## src/rtl/display_pkg.sv

```systemverilog
`default_nettype none
// ============================================================================
//  Module   : display_pkg
//  Purpose  : Shared types and constants for the display serializer: FSM
//             state encoding, frame geometry and the serial-clock divider
//             calculation.
//  Revision : 1.0 - initial release
// ============================================================================
package display_pkg;

    // Frame geometry: six digit/segment bytes per display frame
    localparam int DIGITS   = 6;
    localparam int SEG_BITS = 8;

    // Serializer states
    typedef enum logic [2:0] {
        IDLE     = 3'd0,
        SHIFT_LO = 3'd1,
        SHIFT_HI = 3'd2,
        LATCH_HI = 3'd3,
        LATCH_LO = 3'd4
    } state_t;

    // System-clock cycles per half period of the serial clock
    function automatic int calc_half_div(input int sys_clk_hz, input int shift_clk_hz);
        return sys_clk_hz / (2 * shift_clk_hz);
    endfunction

endpackage
`default_nettype wire

```

## src/rtl/display_shift_out_half_tick.sv

```systemverilog
`default_nettype none
// ============================================================================
//  Module   : shift_half_tick
//  Purpose  : Half-period divider for the serial clock. Counts
//             0..HALF_DIV-1 while i_run is high and pulses o_tick on the
//             last count; held at zero while i_run is low.
//  Revision : 1.0 - initial release
// ============================================================================
module shift_half_tick #(
    parameter int HALF_DIV = 25
) (
    input  logic i_clk,
    input  logic i_reset_n,
    input  logic i_run,
    output logic o_tick
);

    localparam int               CNT_W    = (HALF_DIV > 1) ? $clog2(HALF_DIV) : 1;
    localparam logic [CNT_W-1:0] CNT_LAST = CNT_W'(HALF_DIV - 1);

    logic [CNT_W-1:0] cnt_q;
    logic [CNT_W-1:0] cnt_d;

    assign o_tick = i_run && (cnt_q == CNT_LAST);

    // Next count: wrap at the last count, park at zero when not running
    always_comb begin
        cnt_d = cnt_q + CNT_W'(1);
        if (!i_run || (cnt_q == CNT_LAST)) begin
            cnt_d = '0;
        end
    end

    // Counter register with synchronous active-low reset
    always_ff @(posedge i_clk) begin
        if (!i_reset_n) begin
            cnt_q <= '0;
        end else begin
            cnt_q <= cnt_d;
        end
    end

endmodule
`default_nettype wire

```

## src/rtl/display_shift_out.sv

```systemverilog
`default_nettype none
// ============================================================================
//  Module   : display_shift_out
//  Purpose  : Serializes one parallel display frame MSB-first onto
//             o_serial_data / o_serial_clk and then pulses o_serial_latch so
//             the external shift-register chain transfers the word.
//             Optional macro DISPLAY_SHIFT_PENDING_EN adds a one-entry
//             pending buffer so a request made while busy is sent
//             back-to-back instead of being dropped.
//  Revision : 1.0 - initial release
// ============================================================================
module display_shift_out
    import display_pkg::*;
#(
    parameter int SYS_CLK_HZ   = 50_000_000,
    parameter int SHIFT_CLK_HZ = 1_000_000,
    parameter int SHIFT_WIDTH  = DIGITS * SEG_BITS
) (
    input  logic                   i_clk,
    input  logic                   i_reset_n,
    input  logic                   i_start,
    input  logic [SHIFT_WIDTH-1:0] i_data,
    output logic                   o_busy,
    output logic                   o_serial_data,
    output logic                   o_serial_clk,
    output logic                   o_serial_latch
);

    localparam int             HALF_DIV = calc_half_div(SYS_CLK_HZ, SHIFT_CLK_HZ);
    localparam int             BCW      = (SHIFT_WIDTH > 1) ? $clog2(SHIFT_WIDTH) : 1;
    localparam logic [BCW-1:0] BIT_LAST = BCW'(SHIFT_WIDTH - 1);
    localparam logic [BCW-1:0] BIT_ONE  = BCW'(1);

    state_t                 state_q;
    logic [SHIFT_WIDTH-1:0] shift_q;
    logic [BCW-1:0]         bitcnt_q;
    logic                   busy_q;
    logic                   data_q;
    logic                   sclk_q;
    logic                   latch_q;

    logic                   w_tick;
    logic                   w_load_en;
    logic [SHIFT_WIDTH-1:0] w_load_word;
    logic [SHIFT_WIDTH-1:0] w_shifted;

    assign w_shifted = shift_q << 1;

    shift_half_tick #(
        .HALF_DIV (HALF_DIV)
    ) u_half_tick (
        .i_clk     (i_clk),
        .i_reset_n (i_reset_n),
        .i_run     (state_q != IDLE),
        .o_tick    (w_tick)
    );

`ifdef DISPLAY_SHIFT_PENDING_EN
    logic [SHIFT_WIDTH-1:0] pend_q;
    logic                   pend_valid_q;

    // A new frame starts from IDLE on a request, or straight out of the
    // latch phase when a request is pending (a request arriving on that very
    // tick is newer than any stored one and wins)
    assign w_load_en   = ((state_q == IDLE) && i_start) ||
                         ((state_q == LATCH_LO) && w_tick && (pend_valid_q || i_start));
    assign w_load_word = i_start ? i_data : pend_q;
`else
    // Requests are only honoured in IDLE; anything while busy is dropped
    assign w_load_en   = (state_q == IDLE) && i_start;
    assign w_load_word = i_data;
`endif

    // Serializer FSM: frame capture, bit shifting and registered outputs
    always_ff @(posedge i_clk) begin
        if (!i_reset_n) begin
            state_q  <= IDLE;
            shift_q  <= '0;
            bitcnt_q <= '0;
            busy_q   <= 1'b0;
            data_q   <= 1'b0;
            sclk_q   <= 1'b0;
            latch_q  <= 1'b0;
`ifdef DISPLAY_SHIFT_PENDING_EN
            pend_q       <= '0;
            pend_valid_q <= 1'b0;
`endif
        end else begin
            if (w_load_en) begin
                // First bit is presented together with the busy flag
                state_q  <= SHIFT_LO;
                shift_q  <= w_load_word;
                bitcnt_q <= BIT_LAST;
                busy_q   <= 1'b1;
                data_q   <= w_load_word[SHIFT_WIDTH-1];
                sclk_q   <= 1'b0;
                latch_q  <= 1'b0;
            end else begin
                case (state_q)
                    SHIFT_LO: begin
                        if (w_tick) begin
                            state_q <= SHIFT_HI;
                            sclk_q  <= 1'b1;
                        end
                    end
                    SHIFT_HI: begin
                        if (w_tick) begin
                            sclk_q <= 1'b0;
                            if (bitcnt_q != '0) begin
                                state_q  <= SHIFT_LO;
                                shift_q  <= w_shifted;
                                data_q   <= w_shifted[SHIFT_WIDTH-1];
                                bitcnt_q <= bitcnt_q - BIT_ONE;
                            end else begin
                                // Latch rises on the same edge the clock falls
                                state_q <= LATCH_HI;
                                latch_q <= 1'b1;
                                data_q  <= 1'b0;
                            end
                        end
                    end
                    LATCH_HI: begin
                        if (w_tick) begin
                            state_q <= LATCH_LO;
                            latch_q <= 1'b0;
                        end
                    end
                    LATCH_LO: begin
                        if (w_tick) begin
                            state_q <= IDLE;
                            busy_q  <= 1'b0;
                        end
                    end
                    default: begin
                        state_q <= IDLE;
                    end
                endcase
            end
`ifdef DISPLAY_SHIFT_PENDING_EN
            // Pending slot: consumed on a frame start, overwritten by newer
            // requests while a frame is in flight
            if (w_load_en) begin
                pend_valid_q <= 1'b0;
            end else if (i_start && (state_q != IDLE)) begin
                pend_q       <= i_data;
                pend_valid_q <= 1'b1;
            end
`endif
        end
    end

    assign o_busy         = busy_q;
    assign o_serial_data  = data_q;
    assign o_serial_clk   = sclk_q;
    assign o_serial_latch = latch_q;

endmodule
`default_nettype wire
```

## config.mk

```make
export PLATFORM = sky130hd
export DESIGN_NAME = display_shift_out
export DESIGN_NICKNAME = d
export VERILOG_FILES = /design/src/rtl/display_pkg.sv /design/src/rtl/display_shift_out_half_tick.sv /design/src/rtl/display_shift_out.sv
export SDC_FILE = /design/constraint.sdc
export NUM_CORES = 1
export LEC_CHECK = 0
export ABC_AREA = 1
export BUFFER_PORTS_ARGS = -buffer_cell sky130_fd_sc_hd__buf_4
export CORE_MARGIN = 2
export CORE_UTILIZATION = 25
export CTS_CLUSTER_DIAMETER = 40
export DETAILED_ROUTE_END_ITERATION = 7
export GPL_TIMING_DRIVEN = 0
export PLACE_DENSITY = 0.5
export SETUP_SLACK_MARGIN = 0.15
export SLEW_MARGIN = 20
export SYNTH_ARGS = -nofsm -noshare
export SYNTH_HDL_FRONTEND = slang
export SYNTH_HIERARCHICAL = 1
export SYNTH_SLANG_ARGS = --single-unit
```

## constraint.sdc

```tcl
create_clock -name i_clk -period 2.7 [get_ports i_clk]
set_input_delay 0.27 -clock i_clk [delete_from_list [all_inputs] [get_ports i_clk]]
set_output_delay 0.27 -clock i_clk [all_outputs]
set_load 0.02 [all_outputs]
```

# Yosys cells after proc, flatten, opt, wreduce, memory -nomap -nowiden
# Index checks and enable logic that the tools add are counted.
[classes] addsub=2 multipliers=0 n_div=0 magnitude_cmp=0 eq_ne=14 shift=0 n_mux=27 n_bitwise=1 n_reduce_logical=23
[ops] operator="47-bit two-way mux" n=4
[ops] operator="6-bit two-way mux" n=4
[ops] operator="3-bit two-way mux" n=4
[ops] operator="3-bit by 2-bit != test with 1-bit output (second input constant)" n=4
[ops] operator="3-bit one-hot mux with 4 select lines" n=1
[ops] operator="4-bit AND reduction" n=3
[ops] operator="2-bit nonzero test" n=6
[ops] operator="1-bit two-way mux" n=11
[ops] operator="3-bit AND reduction" n=3
[ops] operator="2-bit by 1-bit != test with 1-bit output (second input constant)" n=4
[ops] operator="3-bit by 2-bit == test with 1-bit output (second input constant)" n=2
[ops] operator="6-bit nonzero test" n=1
[ops] operator="6-bit by 1-bit subtractor with 6-bit output (second input constant)" n=1
[ops] operator="5-bit by 1-bit adder with 5-bit output (second input constant)" n=1
[ops] operator="5-bit == test (second input constant)" n=1
[ops] operator="1-bit one-hot mux with 2 select lines" n=2
[ops] operator="2-bit AND reduction" n=2
[ops] operator="2-bit OR reduction" n=2
[ops] operator="3-bit by 1-bit == test with 1-bit output (second input constant)" n=1
[ops] operator="3-bit == test (second input constant)" n=1
[ops] operator="3-bit zero test" n=1
[ops] operator="3-bit nonzero test" n=1
[ops] operator="1-bit logical AND" n=2
[ops] operator="2-bit two-way mux" n=1
[ops] operator="4 further kinds" n=4
[totals] ff_bits=65 latch_bits=0 ramBits=0 mem_bits_ro=0 word_cells=77 mem_count=0

# Depth between registers and ports, before layout
# Gate-level depths: netlist of run 1.
[logic_depth] word_depth=5 ltp_mapped=12 mapped_depth_nobuf=12

# Cells and area by module
# The synthesis of run 1 kept the hierarchy.
[by_module_without_submodules] module="display_shift_out" instances=1 cells_per_inst=458 area_each_um2=3025.4 seq_area_each_um2=1201.2
[by_module_without_submodules] module="shift_half_tick" instances=1 cells_per_inst=38 area_each_um2=270.3 seq_area_each_um2=100.1

# Worst setup path after synthesis of run 1
# No wires, ideal clock.
[synth_timing] path_kind="reg-to-reg" start="register state_q[0]" end="register shift_q[1]" setup_ns=0.070 arrival_ns=1.864 t_required_ns=2.630 slack_ns=0.766 path_stages_with_launch=13 cell_sequence="dfxtp_1 nor2_4 nand2_1 inv_1 nor2_1 nand3_4 nor2_8 nand2_4 nand2_2 buf_6 buf_6 nand2_1 a21oi_1"
[synth_between] elab_chain_len=4 word_cells_on_any_way=10 cone_classes="eq/ne: 1; mux: 1; reduce/logical: 8"
[synth_rtl] item="start: declaration" line="display_shift_out.sv:34" source="state_t state_q;"
[synth_rtl] item="start signal: assignment" line="display_shift_out.sv:77" source="state_q <= IDLE;"
[synth_rtl] item="start signal: assignment" line="display_shift_out.sv:91" source="state_q <= SHIFT_LO;"
[synth_rtl] item="start signal: assignment" line="display_shift_out.sv:102" source="state_q <= SHIFT_HI;"
[synth_rtl] item="3-bit nonzero test" line="display_shift_out.sv:54" source=".i_run (state_q != IDLE),"
[synth_rtl] item="1-bit logical AND" line="display_shift_out_half_tick.sv:24" source="assign o_tick = i_run && (cnt_q == CNT_LAST);"
[synth_rtl] item="named net w_tick" line="display_shift_out.sv:42" source="logic w_tick;"
[synth_rtl] item="2-bit nonzero test (no source line)"
[synth_rtl] item="3-bit AND reduction (no source line)"
[synth_rtl] item="end signal: assignment" line="display_shift_out.sv:92" source="shift_q <= w_load_word;"
[synth_rtl] item="end signal: assignment" line="display_shift_out.sv:111" source="shift_q <= w_shifted;"
[synth_rtl] item="end: declaration" line="display_shift_out.sv:35" source="logic [SHIFT_WIDTH-1:0] shift_q;"
# The timed path passes the listed nets, and every way through them passes these cells.
# A chain may end at the register's enable or synchronous reset.

# Worst setup path in the final report of run 1
[layout_timing] start="register state_q[0]" end="register shift_q[17]"
# The elaborated chain is that of the path after synthesis.

==> results.yml, run 1 <==
die:
  pin_count: 55
  die_w_um: 119
  dieArea_um2: 14100
  coreArea_um2: 12700
  rows: 41
  initial_core_util: 0.259
  die_y_um: 119
pwr:
  seqPwrFrac: 0.391
  comb_power_share: 0.132
  internal_power_mw: 1.98
  leakagePower_nw: 1.90
  power.density_nw_per_um2: 622
  irDropWorstVdd_uv: 259
  power.share.switching: 0.248
  pwr-share-clk: 0.477
  p_sw_mw: 0.653
finish:
  drive_gt1_frac: 0.196
  fin_nets: 615
  final_common_cell: "nand2_1"
  final_cell_mix: "nand2_1, dfxtp_1, nand3_1"
  num_antenna_cells: 0
  syn_to_final_growth_pct: 28.7
global_route:
  grt_pass1_wl_um: 14400
  grt_pass1_vias: 3152
  overflow: 0
  grtUsageTotal: 0.125
  antenna_found_initial: 0
  grt_start_max_net_pins: 12
flow_run:
  drv_cap: 0
drt:
  drc: 0
  finalWirelength_um: 8480
  drtIter0Drc: 241
  routed-via-count: 3211
  wl_per_cell_um: 11.5
  vias_per_cell: 4.35
  firstDrtPassIters: 4
  ant_nets: 0
clock_tree:
  clkTransAtPathRegs_ns: 0.06
  numCtsBuffers: 9
  cts_hold_buf: 0
  clockBufferDepth: 2
  cts_resized: 0
  cts.sinks: 65
  htreeDepth: 3
  cts_root_buffer: "clkbuf_16"
  clkLatencyLatePin_ns: 0.33
  post_cts_buffers: 0
  cts_tree: "built"
worst_setup_path:
  crit_family: "simple AND/OR/NAND/NOR gates"
  cpMaxStageDelayCell: "dfxtp_1"
  path_buf_inv: 3
  cp.required_ns: 2.96
  critPathMaxFanout: 10
  endpoint_kind: "flop"
  slowest_delay_ns: 0.54
  start_kind: "flop"
  cp.arrival_ns: 2.40
  critPathKind: "flop to flop"
  worstPathCellList: "nor2_4 -> nand2_1 -> inv_1 -> nor2_2 -> nand3_4 -> nor2_8 -> nand2_4 -> nand2_2 -> buf_6 -> buf_6 -> nand2_1 -> a21oi_1"
placed_design:
  io_buffers: 54
  hpwl_um: 6050
  place.gp.congestion: 0.753
synthesis:
  yosys.area.top_type: "dfxtp_1"
  synthCells: 496
  synth_nets: 550
  netlist.area_leader.share: 0.395
  ys_warn_count: 6
  avgSynthCellArea_um2: 6.64
  synthArstFlopShare: 0
  synth_area_leaders: "dfxtp_1, nand2_1, nand3_1, a21oi_1, buf_6"
  ys_types: 28
  ys_ff_latch: 65
  synth_edf_count: 0
  seq_area_frac_synth: 0.395
  ys.flop_type: "dfxtp_1"
  syn_area_um2: 3300
timing:
  timing.final.crit_share: 0.791
  timing.hold.ws_ns: 0.229
  max_freq_ghz: 0.468
  slew_viol_final: 0
  fin_setup_tns_ns: 0
  hold_violations: 0
  grt_setup_unrepaired: "false"
  final.min_clock_period_ns: 2.14
  slew_headroom: 0.669
  tightest_slew_ns: 0.497
  finalSetupViolations: 0
  skew_ns: 0.00589
outcome:
  status: "finished clean"
min_path:
  hold_path_class: "primary input to flop"
==> through the flow <==
step / setup WS [ns] / instance area [µm²] / power [mW] / std cells / util
2_1_floorplan: 0.766 / 3300 / 1.28 / 496 / -
3_3_place_gp: 0.445 / 3920 / 1.40 / 722 / 0.308
3_5_place_dp: 0.407 / 3920 / 1.40 / 722 / 0.308
4_1_cts: 0.387 / 4240 / 2.68 / 738 / 0.333
5_1_grt: 0.329 / 4240 / 2.76 / 738 / 0.333
6_report: 0.564 / 4240 / 2.64 / 738 / 0.333
==> path summary, 6_finish.rpt <==
check / startpoint / endpoint / slack (ns) / cells past startpoint
setup reg to reg: state_q[0] / shift_q[17] / 0.56 / 12
hold reg to reg: o_serial_clk / o_serial_clk / 0.47 / 2
hold / removal: i_data[47] / o_serial_data / 0.23 / 3
setup / recovery: state_q[0] / shift_q[17] / 0.56 / 12
==> registers in the layout, summed over array words and instances (netlist names) <==
signal,cells
bitcnt_q,6
o_busy,1
o_serial_clk,1
o_serial_data,1
o_serial_latch,1
shift_q,47
state_q,3
u_half_tick/cnt_q,5
==> power groups by stage <==
stage / clock, mW / sequential, mW / combinational, mW
floorplan: 0 / 1.05 / 0.228
global placement: 0 / 1.05 / 0.350
detailed placement: 0 / 1.05 / 0.353
CTS: 1.29 / 1.03 / 0.355
global route: 1.32 / 1.03 / 0.402
finish: 1.26 / 1.03 / 0.349
==> final cells by class <==
class | count | area (µm²)
Multi-Input combinational cell | 371 | 1680
Tap cell | 172 | 215
Timing Repair Buffer | 54 | 405
Sequential cell | 65 | 1300
Inverter | 28 | 105
Clock inverter | 5 | 78.8
Fill cell | 1457 | 8480
Buffer | 32 | 211
Clock buffer | 11 | 243
==> worst min-delay path: stages <==
cell     delay (ns)
buf_4          0.11
nand2_1        0.06
a31oi_1        0.07
==> cells by family (layout without fill, tap and decap cells) <==
family                     count (synthesis)  after routing  share of synthesized area
AOI/OAI and AO/OA                         57             57                     0.0881
xor gates and xnor gates                   2              2                    0.00532
adders and majority gates                  3              3                     0.0114
buffers and inverters                     60            130                     0.0961
DFF                                       65             65                      0.395
and+or+nand+nor                          309            309                      0.404
==> cells in the mapped netlist (3+ instances only) <==
library cell and count:
nand3_1 60, nand4_1 6, buf_2 16, nand2_2 3, nor2_1 15, inv_2 3, dfxtp_1 65, clkbuf_1 6
buf_6 9, inv_1 25, ha_1 3, a21oi_1 51, nand2_1 215
==> metal layers <==
layer,up-vias,GRT usage,routed length [µm]
met2,67,0.202,3840
met5,-,0,0
met4,0,0.0588,152
met1,1420,0.161,4130
li1,1713,-,-
met3,11,0.0249,365
(Power assumes the default switching activity.)
==> run 2, diff against run 1 <==
--- a/config.mk
+++ b/config.mk
@@ -5,7 +5,7 @@
 export SDC_FILE = /design/constraint.sdc
 export NUM_CORES = 1
 export LEC_CHECK = 0
-export ABC_AREA = 1
+export ABC_AREA = 0
 export BUFFER_PORTS_ARGS = -buffer_cell sky130_fd_sc_hd__buf_4
 export CORE_MARGIN = 2
 export CORE_UTILIZATION = 25
==> constraint.sdc (replaced) <==
create_clock -name i_clk -period 2.2 [get_ports i_clk]
set_input_delay 0.22 -clock i_clk [delete_from_list [all_inputs] [get_ports i_clk]]
set_output_delay 0.22 -clock i_clk [all_outputs]
set_load 0.02 [all_outputs]
==> results.yml, run 2 <==
synthesis:
  seq_area_frac_synth: 0.466
  yosys.area.top_type: "dfxtp_1"
  synth_edf_count: 0
  ys_ff_latch: 65
  syn_area_um2: 2800
  ys_warn_count: 6
  ys.flop_type: "dfxtp_1"
  synth.most_common_cell: "nor3_1"
  avgSynthCellArea_um2: 7.76
  ys_types: 34
  synthTopCellsByCount: "nor3_1, dfxtp_1, nor2_1, o21ai_0, clkbuf_1"
  synthCells: 360
  netlist.area_leader.share: 0.466
  synth_nets: 414
  synth_area_leaders: "dfxtp_1, nor3_1, o21ai_0, nor2_1, clkbuf_1"
  synthArstFlopShare: 0
die:
  die_w_um: 110
  pin_count: 55
  initial_core_util: 0.257
  dieArea_um2: 12000
  die_y_um: 110
  coreArea_um2: 10900
  rows: 38
placed_design:
  place.gp.congestion: 0.798
  dp_slack_ns: -0.410
  hpwl_um: 5260
  io_buffers: 54
pwr:
  seqPwrFrac: 0.468
  irDropWorstVdd_uv: 338
  power.share.switching: 0.231
  pwr-share-clk: 0.416
  p_sw_mw: 0.646
  power.density_nw_per_um2: 749
  comb_power_share: 0.116
  internal_power_mw: 2.15
  leakagePower_nw: 1.52
min_path:
  hold_depth: 3
  min_from: "i_data[47]"
  hold_path_class: "primary input to flop"
  worstHoldEndpoint: "o_serial_data"
finish:
  drive_gt1_frac: 0.237
  fin_nets: 485
  final_common_cell: "nor3_1"
  top_regs: "shift_q (47), bitcnt_q (6), u_half_tick/cnt_q (5)"
  num_antenna_cells: 0
  largest_register_ffs: 47
  final_cell_mix: "nor3_1, dfxtp_1, buf_4"
  top_register: "shift_q"
  syn_to_final_growth_pct: 33.3
worst_setup_path:
  cpMaxStageDelayCell: "or3_4"
  r2r-end: "shift_q[0]"
  slowest_delay_ns: 0.41
  critPathKind: "flop to flop"
  cp.arrival_ns: 2.23
  reg2reg_setup_slack_ns: 0.23
  critPathMaxFanout: 10
  cp.required_ns: 2.46
  r2r_cells: 10
  worstPathCellList: "clkbuf_4 -> or3_4 -> inv_1 -> nor2_4 -> nand4bb_4 -> a21o_4 -> buf_4 -> buf_2 -> nand3_1 -> a21oi_1"
  endpoint_kind: "flop"
  r2r-start: "state_q[0]"
  start_kind: "flop"
timing:
  timing.final.crit_share: 0.896
  setup_ws_ns: 0.230
  fin_setup_tns_ns: 0
  max_freq_ghz: 0.508
  tightest_slew_ns: 0.489
  slew_viol_final: 0
  finalSetupViolations: 0
  skew_ns: 0.00832
  slew_headroom: 0.673
  hold_violations: 0
  grt_setup_unrepaired: "true"
  final.min_clock_period_ns: 1.97
outcome:
  status: "finished clean"
global_route:
  grt_pass1_vias: 2524
  antenna_found_initial: 0
  grt_start_max_net_pins: 11
  overflow: 0
  grtUsageTotal: 0.127
  grt_pass1_wl_um: 11900
clock_tree:
  htreeDepth: 3
  cts.sinks: 65
  numCtsBuffers: 9
  cts_root_buffer: "clkbuf_8"
  cts_tree: "built"
  clockBufferDepth: 2
  clkLatencyLatePin_ns: 0.34
  clkTransAtPathRegs_ns: 0.07
  cts_hold_buf: 0
drt:
  drc: 0
  wl_per_cell_um: 12.7
  firstDrtPassIters: 4
  ant_nets: 0
  wl_met1_um: 3550
  drtIter0Drc: 97
  top_layer: "met4"
  met3WireLength_um: 350
  wl_met2_um: 3350
  routed-via-count: 2657
  finalWirelength_um: 7330
  vias_per_cell: 4.62
flow_run:
  drv_cap: 0
run 2: cell types whose count changed in the layout (fill, tap and decap cells not counted), moves of 7 or more:
cell and change:
a21oi_1 -46, buf_2 -8, buf_4 +7, buf_6 -7
clkbuf_1 +7, clkbuf_16 -9, clkbuf_8 +11, inv_1 -17
nand2_1 -210, nand3_1 -57, nor2_1 +45, nor3_1 +98
o21ai_0 +50
run 2: final cells by class:
cell class	count	area, µm²
clock inverters	2	60.1
plain buffers	28	144
well taps	140	175
repair buffers	60	450
fillers	1154	7160
clock buffers	13	169
inverters	9	33.8
multi-input cells	258	1390
flip-flops and latches	65	1300
run 2: critical path: cells and delay by family, from the launching register on:
| family | cells | cell delay (ns) |
|---|---|---|
| buffers and inverters | 4 | 0.60 |
| flip-flops | 1 | 0.31 |
| AND/OR/NAND/NOR | 4 | 0.69 |
| AO/OA/AOI/OAI | 2 | 0.29 |
run 2: per-layer routing:
layer	global-route usage	vias up
li1	-	1397
met1	0.166	1199
met2	0.205	54
met3	0.0344	7
met4	0.0380	0
met5	0	-
run 2: logic make-up after synthesis:
logic type | share of synthesized area
AOI/OAI and AO/OA | 0.140
xor gates and xnor gates | 0.0157
adders and majority gates | 0.0134
buffers and inverters | 0.0537
DFF | 0.466
and+or+nand+nor | 0.312
run 2: per-stage QoR:
stage	hold slack (ns)	cell area (µm²)	utilization	cells	power, mW
finish	0.140	3730	0.342	575	2.79
global route	0.151	3730	0.342	575	2.94
CTS	0.122	3680	0.338	572	2.83
detailed placement	0.454	3380	0.311	554	1.65
global placement	0.446	3380	0.311	554	1.64
floorplan	0.356	2800	-	360	1.51
run 2: power groups by stage:
stage	sequential, mW	combinational, mW	clock, mW
final	1.31	0.324	1.16
after global routing	1.32	0.367	1.25
after CTS	1.31	0.323	1.20
after detailed placement	1.33	0.318	0
after global placement	1.33	0.313	0
after floorplan	1.32	0.189	0
run 2: how the worst max path moves through the flow:
stage	start	to	slack, ns	depth (start not counted)
after CTS	u_half_tick/cnt_q[0]	bitcnt_q[5]	0.15	8
after detailed placement	state_q[2]	shift_q[30]	-0.41	9
after floorplan	state_q[0]	bitcnt_q[5]	0.21	8
after global routing	state_q[0]	shift_q[29]	0.12	10
after global placement	state_q[0]	shift_q[32]	-0.32	9
final	state_q[0]	shift_q[0]	0.23	10
run 2: timing repair:
item	in CTS	in global routing
hold endpoints to repair	0	0
cloned	0	0
pin swaps	1	4
resized for setup	14	17
setup buffers	3	3
endpoints found under the setup margin	52	49
==> run 3, diff against run 2 <==
--- a/config.mk
+++ b/config.mk
@@ -17,5 +17,4 @@
 export SLEW_MARGIN = 20
 export SYNTH_ARGS = -nofsm -noshare
 export SYNTH_HDL_FRONTEND = slang
-export SYNTH_HIERARCHICAL = 1
 export SYNTH_SLANG_ARGS = --single-unit
==> results.yml, run 3 <==
clock_tree:
  cts_hold_buf: 0
  cts_tree: "built"
  clkLatencyLatePin_ns: 0.34
  clkTransAtPathRegs_ns: 0.06
  numCtsBuffers: 9
  htreeDepth: 3
  cts_root_buffer: "clkbuf_16"
  clockBufferDepth: 2
  cts.sinks: 65
synthesis:
  synth_area_leaders: "dfxtp_1, o21ai_0, a211oi_1, nor3_1, nor2_1"
  avgSynthCellArea_um2: 8.05
  seq_area_frac_synth: 0.438
  netlist.area_leader.share: 0.438
  synth_edf_count: 0
  synthCells: 369
  ys.flop_type: "dfxtp_1"
  synth_nets: 423
  synth.most_common_cell: "dfxtp_1"
  ys_types: 41
  ys_ff_latch: 65
  syn_area_um2: 2970
  yosys.area.top_type: "dfxtp_1"
  synthArstFlopShare: 0
  synthTopCellsByCount: "dfxtp_1, o21ai_0, nor2_1, a211oi_1, nor3_1"
  ys_warn_count: 0
flow_run:
  drv_cap: 0
die:
  pin_count: 55
  initial_core_util: 0.258
  dieArea_um2: 12800
  die_w_um: 113
  rows: 39
  die_y_um: 113
  coreArea_um2: 11500
min_path:
  hold_depth: 3
  worstHoldEndpoint: "shift_q[0]"
  min_from: "i_data[0]"
  hold_path_class: "primary input to flop"
finish:
  fillers: 1203
  top_regs: "shift_q (47), bitcnt_q (6), u_half_tick.cnt_q (5)"
  finish.instance_area_um2: 3980
  drive_gt1_frac: 0.252
  fin_cells: 584
  final_cell_mix: "dfxtp_1, o21ai_0, buf_4"
  fin_nets: 491
  num_antenna_cells: 0
  largest_register_ffs: 47
  syn_to_final_growth_pct: 34.2
  top_register: "shift_q"
  final_common_cell: "dfxtp_1"
global_route:
  grt_pass1_wl_um: 15000
  grtUsageTotal: 0.149
  grt_start_max_net_pins: 12
  antenna_found_initial: 0
  grt_pass1_vias: 2940
  overflow: 0
timing:
  finalSetupViolations: 0
  grt_setup_unrepaired: "false"
  skew_ns: 0.00707
  hold_violations: 0
  tightest_slew_ns: 0.989
  slew_headroom: 0.332
  max_freq_ghz: 0.504
  timing.final.crit_share: 0.902
  final.min_clock_period_ns: 1.98
  slew_viol_final: 0
pwr:
  pwr-share-clk: 0.473
  seqPwrFrac: 0.399
  power.share.switching: 0.250
  power.density_nw_per_um2: 825
  comb_power_share: 0.128
  internal_power_mw: 2.46
  irDropWorstVdd_uv: 369
  leakagePower_nw: 1.52
  p_sw_mw: 0.823
worst_setup_path:
  path_buf_inv: 2
  critPathMaxFanout: 8
  cpMaxStageDelayCell: "or3b_4"
  endpoint_kind: "flop"
  cp.arrival_ns: 2.22
  critPathKind: "flop to flop"
  slowest_delay_ns: 0.40
  r2r-end: "bitcnt_q[2]"
  r2r_cells: 7
  worstPathCellList: "inv_2 -> ha_4 -> or3b_4 -> or3_4 -> buf_8 -> a311o_1 -> and3_1"
  crit_family: "simple AND/OR/NAND/NOR gates"
  r2r-start: "bitcnt_q[0]"
  cp.required_ns: 2.43
  start_kind: "flop"
  reg2reg_setup_slack_ns: 0.22
  cp-startpoint: "bitcnt_q[0]"
placed_design:
  io_buffers: 54
  dpl_cell_area_um2: 3550
  place.gp.congestion: 0.780
  placed_cells: 566
  hpwl_um: 6350
drt:
  wl_per_cell_um: 15.7
  routed-via-count: 2977
  ant_nets: 0
  firstDrtPassIters: 6
  drtIter0Drc: 215
  vias_per_cell: 5.10
  finalWirelength_um: 9160
  drc: 5
outcome:
  status: "finished, violations left"
  violations: "DRC"
==> run 3: changes by cell type in the layout (fill, tap and decap cells not counted), sizes merged, moves of 3 or more <==
cell    before  now
a31oi        2   15
nor2        60   45
a211oi       4   37
nand3        4   17
nor3        98   36
clkbuf      29   34
inv          9    6
o21ai       52   63
==> run 3: metal layers <==
layer	part of all wire	up-vias	track usage
met5	0	-	0
met4	0.018	0	0.0683
met3	0.053	12	0.0257
met2	0.43	87	0.224
met1	0.50	1386	0.209
li1	-	1492	-
==> run 3: worst max path at each step <==
stage / endpoint / cells after the start
4_1_cts: bitcnt_q[2] / 7
5_1_grt: bitcnt_q[2] / 7
6_report: bitcnt_q[2] / 7
2_1_floorplan: bitcnt_q[2] / 7
3_5_place_dp: shift_q[15] / 7
3_3_place_gp: shift_q[39] / 8
==> run 3: final cells by class <==
cell class | instances | area, µm² | area share
sequential | 65 | 1300 | 0.327
inverter | 6 | 22.5 | 0.00565
multi-input combinational | 261 | 1510 | 0.380
buffer | 37 | 219 | 0.0550
timing repair buffer | 57 | 428 | 0.107
clock buffer | 10 | 239 | 0.0600
clock inverter | 5 | 80.1 | 0.0201
tap | 143 | 179 | 0.0449
==> run 3: power by group through the flow <==
stage               Sequential (mW)  Combinational (mW)  Clock [mW]
floorplan                      1.32               0.228           0
global placement               1.33               0.385           0
detailed placement             1.33               0.386           0
CTS                            1.31               0.403        1.58
global route                   1.32               0.471        1.62
finish                         1.31               0.421        1.55
==> run 3: timing repair <==
action / CTS / global route
setup buffers: 1 / 2
cloned: 0 / 0
pin swaps: 0 / 1
endpoints found under the hold margin: 0 / 0
resized for setup: 17 / 32
setup endpoints to repair: 53 / 55
==> run 3: through the flow <==
step / setup TNS (ns) / setup WS, ns / hold WS, ns / total power [mW] / utilization
2_1_floorplan: 0 / 0.267 / 0.356 / 1.55 / -
3_3_place_gp: 0 / 0.00621 / 0.444 / 1.72 / 0.309
6_report: 0 / 0.216 / 0.172 / 3.29 / 0.346
3_5_place_dp: -0.0479 / -0.0357 / 0.451 / 1.72 / 0.309
4_1_cts: 0 / 0.155 / 0.162 / 3.29 / 0.341
5_1_grt: 0 / 0.150 / 0.187 / 3.41 / 0.346
==> run 3: cells by family (layout without fill, tap and decap cells) <==
family | Yosys count | in the layout | synth area share
compound gates | 132 | 132 | 0.271
xor+xnor | 3 | 3 | 0.00885
fa+ha+maj | 3 | 3 | 0.0126
buf+inv | 43 | 115 | 0.0624
flops | 65 | 65 | 0.438
simple gates | 123 | 123 | 0.207
==> run 3: worst min-delay path: cells and delay by family <==
family / cells / cell delay [ns]
simple gates: 1 / 0.06
buf+inv: 1 / 0.11
compound gates: 1 / 0.06
